<file path="config.mk">
export PLATFORM = sky130hd
export DESIGN_NAME = ysyx_22050612_mem_arbiter
export DESIGN_NICKNAME = d
export VERILOG_FILES = /design/src/rtl/ysyx_22050612_pkg.sv /design/src/rtl/ysyx_22050612_arb_prio.sv /design/src/rtl/ysyx_22050612_mem_arbiter.sv
export SDC_FILE = /design/constraint.sdc
export NUM_CORES = 1
export LEC_CHECK = 0
export BUFFER_PORTS_ARGS = -buffer_cell sky130_fd_sc_hd__buf_2
export CAP_MARGIN = 5
export CORE_AREA = 2 2 211 213
export CTS_BUF_LIST = sky130_fd_sc_hd__clkbuf_8 sky130_fd_sc_hd__clkbuf_16
export DETAILED_ROUTE_END_ITERATION = 16
export DIE_AREA = 0 0 213 215
export GPL_TIMING_DRIVEN = 0
export HOLD_SLACK_MARGIN = 0.06
export PLACE_DENSITY_LB_ADDON = 0.25
export SLEW_MARGIN = 20
export SYNTH_ARGS = -nofsm -noshare
export SYNTH_HDL_FRONTEND = slang
export SYNTH_SLANG_ARGS = --single-unit
</file>
<file path="constraint.sdc">
create_clock -name clk -period 2.3 [get_ports clk]
set_input_delay 0.115 -clock clk [delete_from_list [all_inputs] [get_ports clk]]
set_output_delay 0.115 -clock clk [all_outputs]
set_load 0.03 [all_outputs]
</file>
<file path="src/rtl/ysyx_22050612_pkg.sv">
// Shared encodings and default widths for the memory arbiter slice.
package ysyx_22050612_pkg;
  localparam int DEF_ADDR_W     = 64;
  localparam int DEF_DATA_W     = 64;
  localparam int DEF_STARVE_MAX = 4;

  typedef enum logic [1:0] {
    IDLE = 2'd0,
    REQ  = 2'd1,
    WAIT = 2'd2
  } state_t;

  typedef enum logic {
    OWN_IF = 1'b0,
    OWN_LS = 1'b1
  } owner_t;
endpackage

</file>
<file path="src/rtl/ysyx_22050612_arb_prio.sv">
// Two-way LSU-first pick with a saturating counter that forces an IFU win
// after STARVE_MAX consecutive LSU wins over a pending IFU request.
module ysyx_22050612_arb_prio #(
  parameter int STARVE_MAX = 4,
  parameter int CNT_W      = $clog2(STARVE_MAX + 1)
) (
  input  logic clk,
  input  logic rst_n,
  input  logic arb_en,
  input  logic if_valid,
  input  logic ls_valid,
  output logic grant_if,
  output logic grant_ls
);
  logic [CNT_W-1:0] starve_cnt;
  logic             at_max;

  assign at_max   = (starve_cnt == CNT_W'(STARVE_MAX));
  assign grant_if = arb_en && if_valid && (!ls_valid || at_max);
  assign grant_ls = arb_en && ls_valid && !(if_valid && at_max);

  // Counter moves only on grants; LSU wins with no IFU waiting do not count.
  always_ff @(posedge clk or negedge rst_n) begin
    if (!rst_n) begin
      starve_cnt <= '0;
    end else if (grant_if) begin
      starve_cnt <= '0;
    end else if (grant_ls && if_valid && !at_max) begin
      starve_cnt <= starve_cnt + CNT_W'(1);
    end
  end
endmodule

</file>
<file path="src/rtl/ysyx_22050612_mem_arbiter.sv">
// Shares one memory port between IFU and LSU, one outstanding transaction
// at a time; LSU has priority, bounded by the starvation counter.
module ysyx_22050612_mem_arbiter
  import ysyx_22050612_pkg::*;
#(
  parameter int ADDR_W     = DEF_ADDR_W,
  parameter int DATA_W     = DEF_DATA_W,
  parameter int STARVE_MAX = DEF_STARVE_MAX
) (
  input  logic                clk,
  input  logic                rst_n,
  input  logic                if_req_valid,
  output logic                if_req_ready,
  input  logic [ADDR_W-1:0]   if_addr,
  output logic                if_resp_valid,
  output logic [DATA_W-1:0]   if_rdata,
  input  logic                ls_req_valid,
  output logic                ls_req_ready,
  input  logic [ADDR_W-1:0]   ls_addr,
  input  logic                ls_wen,
  input  logic [DATA_W-1:0]   ls_wdata,
  input  logic [DATA_W/8-1:0] ls_wmask,
  output logic                ls_resp_valid,
  output logic [DATA_W-1:0]   ls_rdata,
  output logic                mem_req_valid,
  input  logic                mem_req_ready,
  output logic [ADDR_W-1:0]   mem_addr,
  output logic                mem_wen,
  output logic [DATA_W-1:0]   mem_wdata,
  output logic [DATA_W/8-1:0] mem_wmask,
  input  logic                mem_resp_valid,
  input  logic [DATA_W-1:0]   mem_rdata
);
  state_t state;
  owner_t owner;
  logic   arb_en;
  logic   grant_if;
  logic   grant_ls;
  logic   resp_hit;

  // Gating with rst_n keeps the ready outputs low while reset is held.
  assign arb_en = (state == IDLE) && rst_n;

  ysyx_22050612_arb_prio #(
    .STARVE_MAX (STARVE_MAX)
  ) u_prio (
    .clk      (clk),
    .rst_n    (rst_n),
    .arb_en   (arb_en),
    .if_valid (if_req_valid),
    .ls_valid (ls_req_valid),
    .grant_if (grant_if),
    .grant_ls (grant_ls)
  );

  assign if_req_ready = grant_if;
  assign ls_req_ready = grant_ls;

  assign resp_hit      = (state == WAIT) && mem_resp_valid;
  assign if_resp_valid = resp_hit && (owner == OWN_IF);
  assign ls_resp_valid = resp_hit && (owner == OWN_LS);
  assign if_rdata      = if_resp_valid ? mem_rdata : '0;
  assign ls_rdata      = ls_resp_valid ? mem_rdata : '0;

  always_ff @(posedge clk or negedge rst_n) begin
    if (!rst_n) begin
      state         <= IDLE;
      owner         <= OWN_IF;
      mem_req_valid <= 1'b0;
      mem_addr      <= '0;
      mem_wen       <= 1'b0;
      mem_wdata     <= '0;
      mem_wmask     <= '0;
    end else begin
      case (state)
        IDLE: begin
          if (grant_if || grant_ls) begin
            owner         <= grant_ls ? OWN_LS : OWN_IF;
            mem_addr      <= grant_ls ? ls_addr : if_addr;
            mem_wen       <= grant_ls && ls_wen;
            mem_wdata     <= grant_ls ? ls_wdata : '0;
            mem_wmask     <= grant_ls ? ls_wmask : '0;
            mem_req_valid <= 1'b1;
            state         <= REQ;
          end
        end
        REQ: begin
          if (mem_req_ready) begin
            mem_req_valid <= 1'b0;
            state         <= WAIT;
          end
        end
        WAIT: begin
          if (mem_resp_valid) begin
            state <= IDLE;
          end
        end
        default: begin
          state         <= IDLE;
          mem_req_valid <= 1'b0;
        end
      endcase
    end
  end
endmodule

</file>
==> results_dict.tcl, run 1 <==
set metrics [dict create \
    status "finished clean" \
    min_path_type "input pin to register" \
    synth_flop_cell "dfrtp_1" \
    reg2regPathDepth 7 \
    pwr-share-seq 0.300 \
    yosys.area.top_type_share 0.4932 \
    path_clk_slew_ns 0.07 \
    yosysTopAreaCell "dfrtp_1" \
    grt_usage 0.1592 \
    finalPower_uw 15010 \
    syn_nets 925 \
    power.density_nw_per_um2 1103 \
    wl_per_cell_um 18.35 \
    slowest_stage "dfrtp_2" \
    avgSynthCellArea_um2 11.21 \
    grt_overflow 0 \
    slew_headroom 0.5989 \
    first_global_vias 9116 \
    area_growth_pct 86.18 \
    dr_total_vias 8672 \
    die_area_um2 45800 \
    coreArea_um2 43640 \
    synth.cell_area_um2 7307 \
    pwr-share-clk 0.191 \
    fin_crit_ns 2.184 \
    clk_latency_ns 0.46 \
    cts_max_path_buffers 2 \
    yosysMostFrequentCell "dfrtp_1" \
    design_area_um2 13600 \
    seq_area_frac_synth 0.4932 \
    synth_edf_count 0 \
    worst_slew_pin_slew_ns 0.6017 \
    netSwitchingPower_uw 6938 \
    die_y_um 215 \
    vdd.ir_drop.worst_mv 0.7609 \
    synth_compound_gate_area_share 0.3260 \
    worstReg2RegStart "u_prio.starve_cnt[0]" \
    cp.required_ns 2.18 \
    place_hpwl_um 28160 \
    cts_buffers 17 \
    yosys.area_share.simple 0.1250 \
    fin_skew_ns 0.01232 \
    die_width_um 213 \
    final_hold_viol_count 0 \
    reg2reg_to "mem_addr[51]" \
    cts_root_buffer "clkbuf_16" \
    critPathCapture "ls_rdata[39]" \
    drt-total-wl_um 37170 \
    ys_async_sr_fraction 1.000 \
    synth_common_cells "144 x dfrtp_1, 128 x and2_1, 73 x a22o_1, 65 x a21boi_0" \
    grt_max_degree 79 \
    synthCells 652 \
    critPathBufInv 3 \
    synth_top_family_by_area "compound AO/OA/AOI/OAI gates" \
    p_comb_frac 0.510 \
    drt-initial-drc-count 471 \
    crit_cells 5 \
    yosys-top-cells-area "dfrtp_1 49%, and2_1 11%, a311o_1 8.8%, a22o_1 8.8%, o22a_1 7.7%" \
    io_pins 541 \
    crit_start "state[0]" \
    placed_area_um2 10790 \
    p_int_uw 8074 \
    swShare 0.4621 \
    muxShareOfSynthArea 0 \
    cts_sinks 144 \
    cts_tree "done" \
    cap_viol_max_count 0 \
    critPathMaxStageDelay_ns 0.45 \
    cp_max_fo 10 \
    finalSetupViolCount 0 \
    synth-seq-cells 144 \
    num_rows 77 \
    vias_per_cell 4.280 \
    gp_congestion 0.8045 \
    fin_util 0.3117 \
    worst_setup_path_end_kind "output pin" \
    leakagePower_uw 0.006752 \
    critical_path_class "register to output pin" \
    initial_core_util 0.1674 \
    firstDrtPassIters 7 \
    h-tree-depth 4 \
    yosys_warnings 0 \
    critPathLaunchType "register" \
    placed_cells 1785 \
    cp.arrival_ns 2.07 \
    drive_gt1_frac 0.4413 \
    finalNonFillerCells 2026 \
    drc 0 \
    synth_xor_xnor_area_share 0 \
    fmax_mhz 457.8 \
    ant_nets 0 \
    synthAdderAreaFrac 0.003425 \
    reg2reg_slack_ns 0.17 \
    nets 1690 \
    cp_top_family "buffers and inverters" \
    ys_types 28 \
    grt_first_pass_wirelength_um 54710 \
    path_cells "and4b_2 -> clkbuf_4 -> clkbuf_2 -> and2_1 -> buf_2" \
    slew_violations 0 \
    antenna_found_initial 7 \
    period_share 0.9497 \
    numPortBuffers 540 \
]
-- cell families (layout without fill, tap and decap cells) --
group / after synthesis / count (layout)
AND/OR/NAND/NOR: 146 / 146
other: 0 / 4
AO/OA/AOI/OAI: 275 / 275
adder cells (fa/ha/maj): 2 / 2
buffers and inverters: 85 / 863
flip-flops: 144 / 144
-- cell type report --
class | instances | area [um2]
diodes | 4 | 10.01
plain buffers | 77 | 411.6
clock buffers | 18 | 439.2
clock inverters | 14 | 146.4
fillers | 4613 | 30040
inverters | 6 | 22.52
multi-input cells | 423 | 3349
flip-flops and latches | 144 | 3606
well taps | 592 | 740.7
repair buffers | 748 | 4878
-- per-layer routing --
metal  wire [um]  global-route usage  vias up
met5          30                   0        -
met3        2215             0.03566       55
li1            -                   -     4000
met2       19190              0.2853      368
met1       14310              0.1745     4245
met4        1426             0.08065        4
-- flip-flops by register name (all words and copies together), names as in the netlist --
signal             count
mem_addr              64
owner                  1
mem_wdata             64
state                  2
mem_wen                1
mem_req_valid          1
u_prio.starve_cnt      3
mem_wmask              8
-- timing repair --
action	CTS	global route
resized for setup	50	18
buffers inserted	5	0
pin swaps	2	1
endpoints found under the setup margin	122	132
hold buffers	201	0
hold endpoints to repair	206	0
gates cloned	1	0
-- stage by stage --
stage | hold WS, ns | setup TNS (ns) | setup WS, ns
finish | 0.09981 | 0 | 0.1157
global route | 0.07316 | -0.01313 | -0.01313
CTS | 0.06346 | -0.0005291 | -0.0005291
detailed placement | 0.1386 | -17.67 | -0.3847
global placement | 0.3340 | -531.78 | -2.413
floorplan | -0.1806 | 0 | 0.5892
-- power groups by stage --
stage / Sequential [uW] / Combinational (uW) / Clock [uW]
2_1_floorplan: 6880 / 2350 / 0
3_3_place_gp: 4490 / 7280 / 0
3_5_place_dp: 4490 / 7310 / 0
4_1_cts: 4490 / 7680 / 2960
5_1_grt: 4650 / 8090 / 3050
6_report: 4500 / 7650 / 2860
-- worst min path at each step --
stage                               from  slack (ns)  cells after the start           end
final                        if_addr[34]         0.1                      3  mem_addr[34]
after global routing         if_addr[34]        0.07                      3  mem_addr[34]
after CTS                    if_addr[34]        0.06                      3  mem_addr[34]
after detailed placement           rst_n        0.14                      1   mem_addr[0]
after global placement    mem_resp_valid        0.33                      2      state[1]
after floorplan                    rst_n       -0.18                      0   mem_addr[0]
-- cells in the final DEF, fill, tap and decap left out, types with 2 or more instances in the layout --
cell type / instances
a21boi_0: 65
a22o_1: 73
a311o_1: 64
and2_1: 127
buf_16: 2
buf_2: 536
buf_4: 25
buf_6: 7
clkbuf_1: 34
clkbuf_16: 17
clkbuf_2: 7
clkbuf_4: 10
clkbuf_8: 3
clkinv_4: 2
clkinvlp_4: 4
dfrtp_1: 142
dfrtp_2: 2
diode_2: 4
dlygate4sd3_1: 200
ha_1: 2
inv_1: 6
inv_6: 4
inv_8: 3
nand2_1: 6
nor2_1: 2
nor3b_4: 2
o21ai_0: 4
o22a_1: 64
o22ai_1: 2
-- worst reg2reg max path, cell delays in order (launching register included) --
cell	delay, ns
dfrtp_1	0.41
inv_1	0.07
ha_1	0.18
nand3_1	0.14
clkbuf_2	0.26
clkbuf_1	0.33
a311o_1	0.46
o22a_1	0.16
No activity file was read; power rests on OpenSTA's default activity.
==> run 2: changes to the inputs <==
- PLACE_DENSITY: not set -> 0.48
- PLACE_DENSITY_LB_ADDON: 0.25 -> not set
- SETUP_SLACK_MARGIN: not set -> 0.5
==> results_dict.tcl, run 2 (synthesized netlist as in run 1, its figures left out) <==
set metrics [dict create \
    design_area_um2 16030 \
    h-tree-depth 4 \
    path_cells "or3b_4 -> buf_6 -> or2_4 -> buf_8 -> buf_12 -> buf_12 -> buf_8 -> a22o_1" \
    die_width_um 213 \
    met2_length_um 23370 \
    fin_crit_ns 2.175 \
    reg.largest.list "mem_addr: 64 flops, mem_wdata: 64 flops, mem_wmask: 8 flops" \
    grt_first_pass_wirelength_um 64330 \
    rsz0062_at_grt "true" \
    wl_met1_um 17060 \
    wl_per_cell_um 21.58 \
    cts_max_path_buffers 2 \
    area_growth_pct 119.4 \
    vdd.ir_drop.worst_mv 0.8150 \
    crit_cells 8 \
    ctsHoldBuffers 190 \
    power.density_nw_per_um2 1051 \
    reg2reg_to "mem_wdata[29]" \
    fmax_mhz 459.7 \
    dpl_worst_slack_ns -0.3738 \
    cp.required_ns 2.65 \
    finalSetupViolCount 0 \
    worstReg2RegStart "state[1]" \
    num_rows 77 \
    grt_max_degree 86 \
    drt-initial-drc-count 488 \
    clk_latency_ns 0.48 \
    place_hpwl_um 31260 \
    period_share 0.9457 \
    first_global_vias 9958 \
    critical_path_class "register to register" \
    setup_slack_ns 0.1249 \
    io_pins 541 \
    drt-total-wl_um 45100 \
    critPathMaxStageDelay_ns 0.46 \
    dr_wl_met3_um 2901 \
    drive_gt1_frac 0.5437 \
    nets 1748 \
    path_clk_slew_ns 0.07 \
    cap_viol_max_count 0 \
    gp_congestion 0.8431 \
    firstDrtPassIters 4 \
    slew_headroom 0.5544 \
    cp.arrival_ns 2.52 \
    placed_cells 1785 \
    highest_layer "met5" \
    ff_latch_area_um2 3606 \
    grt_usage 0.1906 \
    finalNonFillerCells 2090 \
    vias_per_cell 4.468 \
    placed_area_um2 10790 \
    finalPower_uw 16850 \
    cp_max_fo 7 \
    coreArea_um2 43640 \
    die_y_um 215 \
    dr_total_vias 9338 \
    ant_nets 0 \
    multi_input_area_um2 3633 \
    fillers 4291 \
    reg2reg_slack_ns 0.12 \
    crit_start "state[1]" \
    cts_tree "done" \
    cts_buffers 17 \
    cts_sinks 144 \
    worst_slew_pin_slew_ns 0.6685 \
    antenna_found_initial 20 \
    critPathBufInv 5 \
    status "finished with violations" \
    grt_overflow 0 \
    fin_hold_ws_ns -0.3949 \
    drc 0 \
    final_cell_mix "408 x buf_2, 190 x dlygate4sd3_1, 147 x buf_6, 142 x dfrtp_1, 97 x and2_4" \
    reg2regPathDepth 8 \
    min_path_type "input pin to asynchronous set/reset pin" \
    failed_checks "hold timing" \
    fin_util 0.3673 \
    slowest_stage "dfrtp_2" \
    numPortBuffers 540 \
    final_hold_viol_count 59 \
    leakagePower_uw 0.007639 \
    cp_top_family "simple AND/OR/NAND/NOR gates" \
    final_common_cell "buf_2" \
    worst_setup_path_end_kind "register" \
    critPathLaunchType "register" \
    initial_core_util 0.1674 \
    cts_root_buffer "clkbuf_16" \
    slew_violations 0 \
    die_area_um2 45800 \
    fin_skew_ns 0.02026 \
    critPathCapture "mem_wdata[29]" \
]
## run 2: cell count changes in the layout (fill, tap and decap cells not counted), sizes merged
| cell | delta |
|---|---|
| inv | -2 |
| diode | +6 |
| dlygate4sd3 | -10 |
| clkinvlp | -1 |
| clkinv | +2 |
| bufinv | +1 |
| clkbuf | -4 |
| buf | +72 |
## run 2: final cells by class
class | instances | area share
Antenna cell | 10 | 0.001561
Buffer | 79 | 0.05260
Clock buffer | 18 | 0.02739
Clock inverter | 14 | 0.009756
Inverter | 6 | 0.001405
Multi-Input combinational cell | 423 | 0.2266
Sequential cell | 144 | 0.2249
Tap cell | 592 | 0.04620
Timing Repair Buffer | 804 | 0.4095
## run 2: timing repair
| action | 4_1_cts | 5_1_grt |
|---|---|---|
| pin swaps | 66 | 34 |
| gates cloned | 22 | 7 |
| hold endpoints to repair | 198 | 59 |
| resized for setup | 461 | 135 |
| setup buffers | 29 | 15 |
| setup endpoints to repair | 272 | 272 |
## run 2: worst min path at each step
stage	to	slack [ns]	from
floorplan	mem_addr[0]	-0.18	rst_n
global placement	state[1]	0.34	mem_resp_valid
detailed placement	mem_addr[3]	0.11	rst_n
CTS	mem_addr[4]	-0.41	rst_n
global route	mem_addr[58]	-0.38	rst_n
finish	mem_addr[58]	-0.39	rst_n
## run 2: power by group
part	switching (uW)	internal, uW
sequential	753	3780
combinational	5380	4020
clock	1280	1640
## run 2: per-stage QoR
step	TNS (ns)	hold slack, ns
2_1_floorplan	0	-0.1806
3_3_place_gp	-532.92	0.3372
3_5_place_dp	-14.06	0.1054
4_1_cts	0	-0.4085
5_1_grt	0	-0.3786
6_report	0	-0.3949
## run 2: routing by layer
metal / vias up / GRT usage
li1: 4139 / -
met1: 4653 / 0.2036
met2: 456 / 0.3425
met3: 88 / 0.05056
met4: 2 / 0.09580
met5: - / 0
==> run 3: changes to the inputs <==
- CELL_PAD_IN_SITES_DETAIL_PLACEMENT: not set -> 1
- CELL_PAD_IN_SITES_GLOBAL_PLACEMENT: not set -> 2
- CORE_AREA: 2 2 211 213 -> 2 2 209 211
- DIE_AREA: 0 0 213 215 -> 0 0 211 213
- PLACE_DENSITY: 0.48 -> 0.73
==> results_dict.tcl, run 3 (synthesized netlist as in run 1, its figures left out) <==
set metrics [dict create \
    cp_top_family "simple AND/OR/NAND/NOR gates" \
    critPathLaunchType "register" \
    coreArea_um2 42700 \
    path_clk_slew_ns 0.07 \
    io_pins 541 \
    worstReg2RegStart "state[1]" \
    busiest_layer "met2" \
    use_met3 0.05015 \
    finalSetupViolCount 0 \
    fin_util 0.3753 \
    drt-total-wl_um 49090 \
    cp.required_ns 2.18 \
    crit_top_cell "buf_8" \
    fmax_mhz 467.6 \
    num_rows 76 \
    final_cell_mix "416 x buf_2, 195 x dlygate4sd3_1, 142 x dfrtp_1, 140 x buf_6, 96 x and2_4" \
    final_common_cell "buf_2" \
    cts_max_path_buffers 2 \
    wl_per_cell_um 23.98 \
    slew_headroom 0.5363 \
    grt_use_met2 0.3673 \
    ctsHoldBuffers 195 \
    numPortBuffers 540 \
    path_cells "nand2b_4 -> nor3b_4 -> buf_8 -> buf_8 -> and2_1 -> buf_4" \
    drive_gt1_frac 0.5427 \
    power.density_nw_per_um2 1048 \
    grt_overflow 0 \
    place_hpwl_um 32710 \
    firstDrtPassIters 4 \
    cts_sinks 144 \
    leakagePower_uw 0.007642 \
    ant_nets 0 \
    critical_path_class "register to output pin" \
    rsz0062_at_grt "true" \
    period_share 0.9299 \
    cap_viol_max_count 0 \
    initial_core_util 0.1711 \
    reg.largest.list "mem_addr: 64 flops, mem_wdata: 64 flops, mem_wmask: 8 flops" \
    grt_max_degree 76 \
    design_area_um2 16020 \
    placed_area_um2 10730 \
    grt_usage 0.2009 \
    antenna_found_initial 24 \
    die_width_um 211 \
    crit_start "state[0]" \
    final_hold_viol_count 69 \
    p_int_uw 9268 \
    p_comb_frac 0.566 \
    slowest_stage "dfrtp_2" \
    status "finished with violations" \
    fin_crit_ns 2.139 \
    pwr-share-seq 0.273 \
    finalNonFillerCells 2047 \
    cts_buffers 17 \
    cp_max_fo 10 \
    placed_cells 1739 \
    cts_tree "done" \
    netSwitchingPower_uw 7522 \
    worst_setup_path_end_kind "output pin" \
    min_path_type "input pin to asynchronous set/reset pin" \
    area_growth_pct 119.3 \
    vdd.ir_drop.worst_mv 0.6035 \
    die_y_um 213 \
    gp_congestion 0.8456 \
    slew_violations 0 \
    failed_checks "hold timing" \
    drc 0 \
    h-tree-depth 4 \
    fin_skew_ns 0.01547 \
    worst_slew_pin_slew_ns 0.6955 \
    critPathBufInv 3 \
    swShare 0.4480 \
    grt_first_pass_wirelength_um 66230 \
    clk_latency_ns 0.47 \
    fillers 4758 \
    use_met1 0.2130 \
    critPathMaxStageDelay_ns 0.46 \
    die_area_um2 44940 \
    fin_hold_ws_ns -0.3640 \
    cts_root_buffer "clkbuf_16" \
    dr_total_vias 9431 \
    pwr-share-clk 0.161 \
    nets 1748 \
    cp.arrival_ns 2.02 \
    first_global_vias 10160 \
    vias_per_cell 4.607 \
    drt-initial-drc-count 474 \
]
run 3: cell count changes in the layout (fill, tap and decap cells not counted), sizes merged, moves of 2 or more:
cell | previous run | this run
buf | 644 | 634
inv | 11 | 9
clkbuf | 67 | 71
dlygate4sd3 | 190 | 195
clkinvlp | 3 | 6
diode | 10 | 14
run 3: path summary, 6_finish.rpt:
check | endpoint | slack, ns | depth (start not counted)
max | if_rdata[42] | 0.16 | 6
min reg2reg | mem_wdata[22] | 0.49 | 1
min in group clk | mem_addr[6] | 0.09 | 3
min | mem_addr[0] | -0.36 | 1
max in group asynchronous | state[0] | 1.81 | 2
max reg2reg | mem_addr[61] | 0.21 | 7
run 3: cell type report:
cell class	count	area [um2]	area share
sequential	144	3606	0.2250
clock inverter	14	120.1	0.007496
tap	546	683.2	0.04263
multi-input combinational	423	3643	0.2274
antenna	14	35.03	0.002186
buffer	79	864.6	0.05395
inverter	6	22.52	0.001405
timing repair buffer	804	6624	0.4134
clock buffer	17	425.4	0.02655
run 3: power by group through the flow:
stage	logic, uW	clock network, uW	registers (uW)
after detailed placement	7380	0	4540
after global placement	7310	0	4500
after floorplan	2350	0	6880
after CTS	8880	2780	4540
after global routing	9940	2870	4710
final	9500	2710	4580
run 3: worst register-to-register path, stage by stage (launching register included):
cell and delay, ns:
dfrtp_2 0.47, or3b_4 0.45, buf_6 0.16, buf_12 0.15, buf_12 0.14, buf_8 0.12
a311o_1 0.30, o22a_1 0.17
run 3: through the flow:
step	setup slack (ns)	total power [uW]	setup TNS, ns
final	0.1612	16790	0
after global routing	0.09954	17510	0
after CTS	0.1133	16200	0
after detailed placement	-0.1678	11920	-9.347
after global placement	-2.433	11810	-520.61
after floorplan	0.5892	9221	0
run 3: what timing repair did:
action / in CTS / in global routing
cloned: 17 / 11
endpoints found under the hold margin: 209 / 69
setup buffers: 23 / 17
endpoints found under the setup margin: 272 / 271
pin swaps: 59 / 63
gates resized for setup: 373 / 194
run 3: per-layer routing:
metal	vias up	part of all wire	wire length, um
met5	-	0.00063	31
met4	4	0.053	2608
met3	143	0.055	2701
met2	477	0.53	26040
met1	4669	0.36	17700
li1	4138	-	-
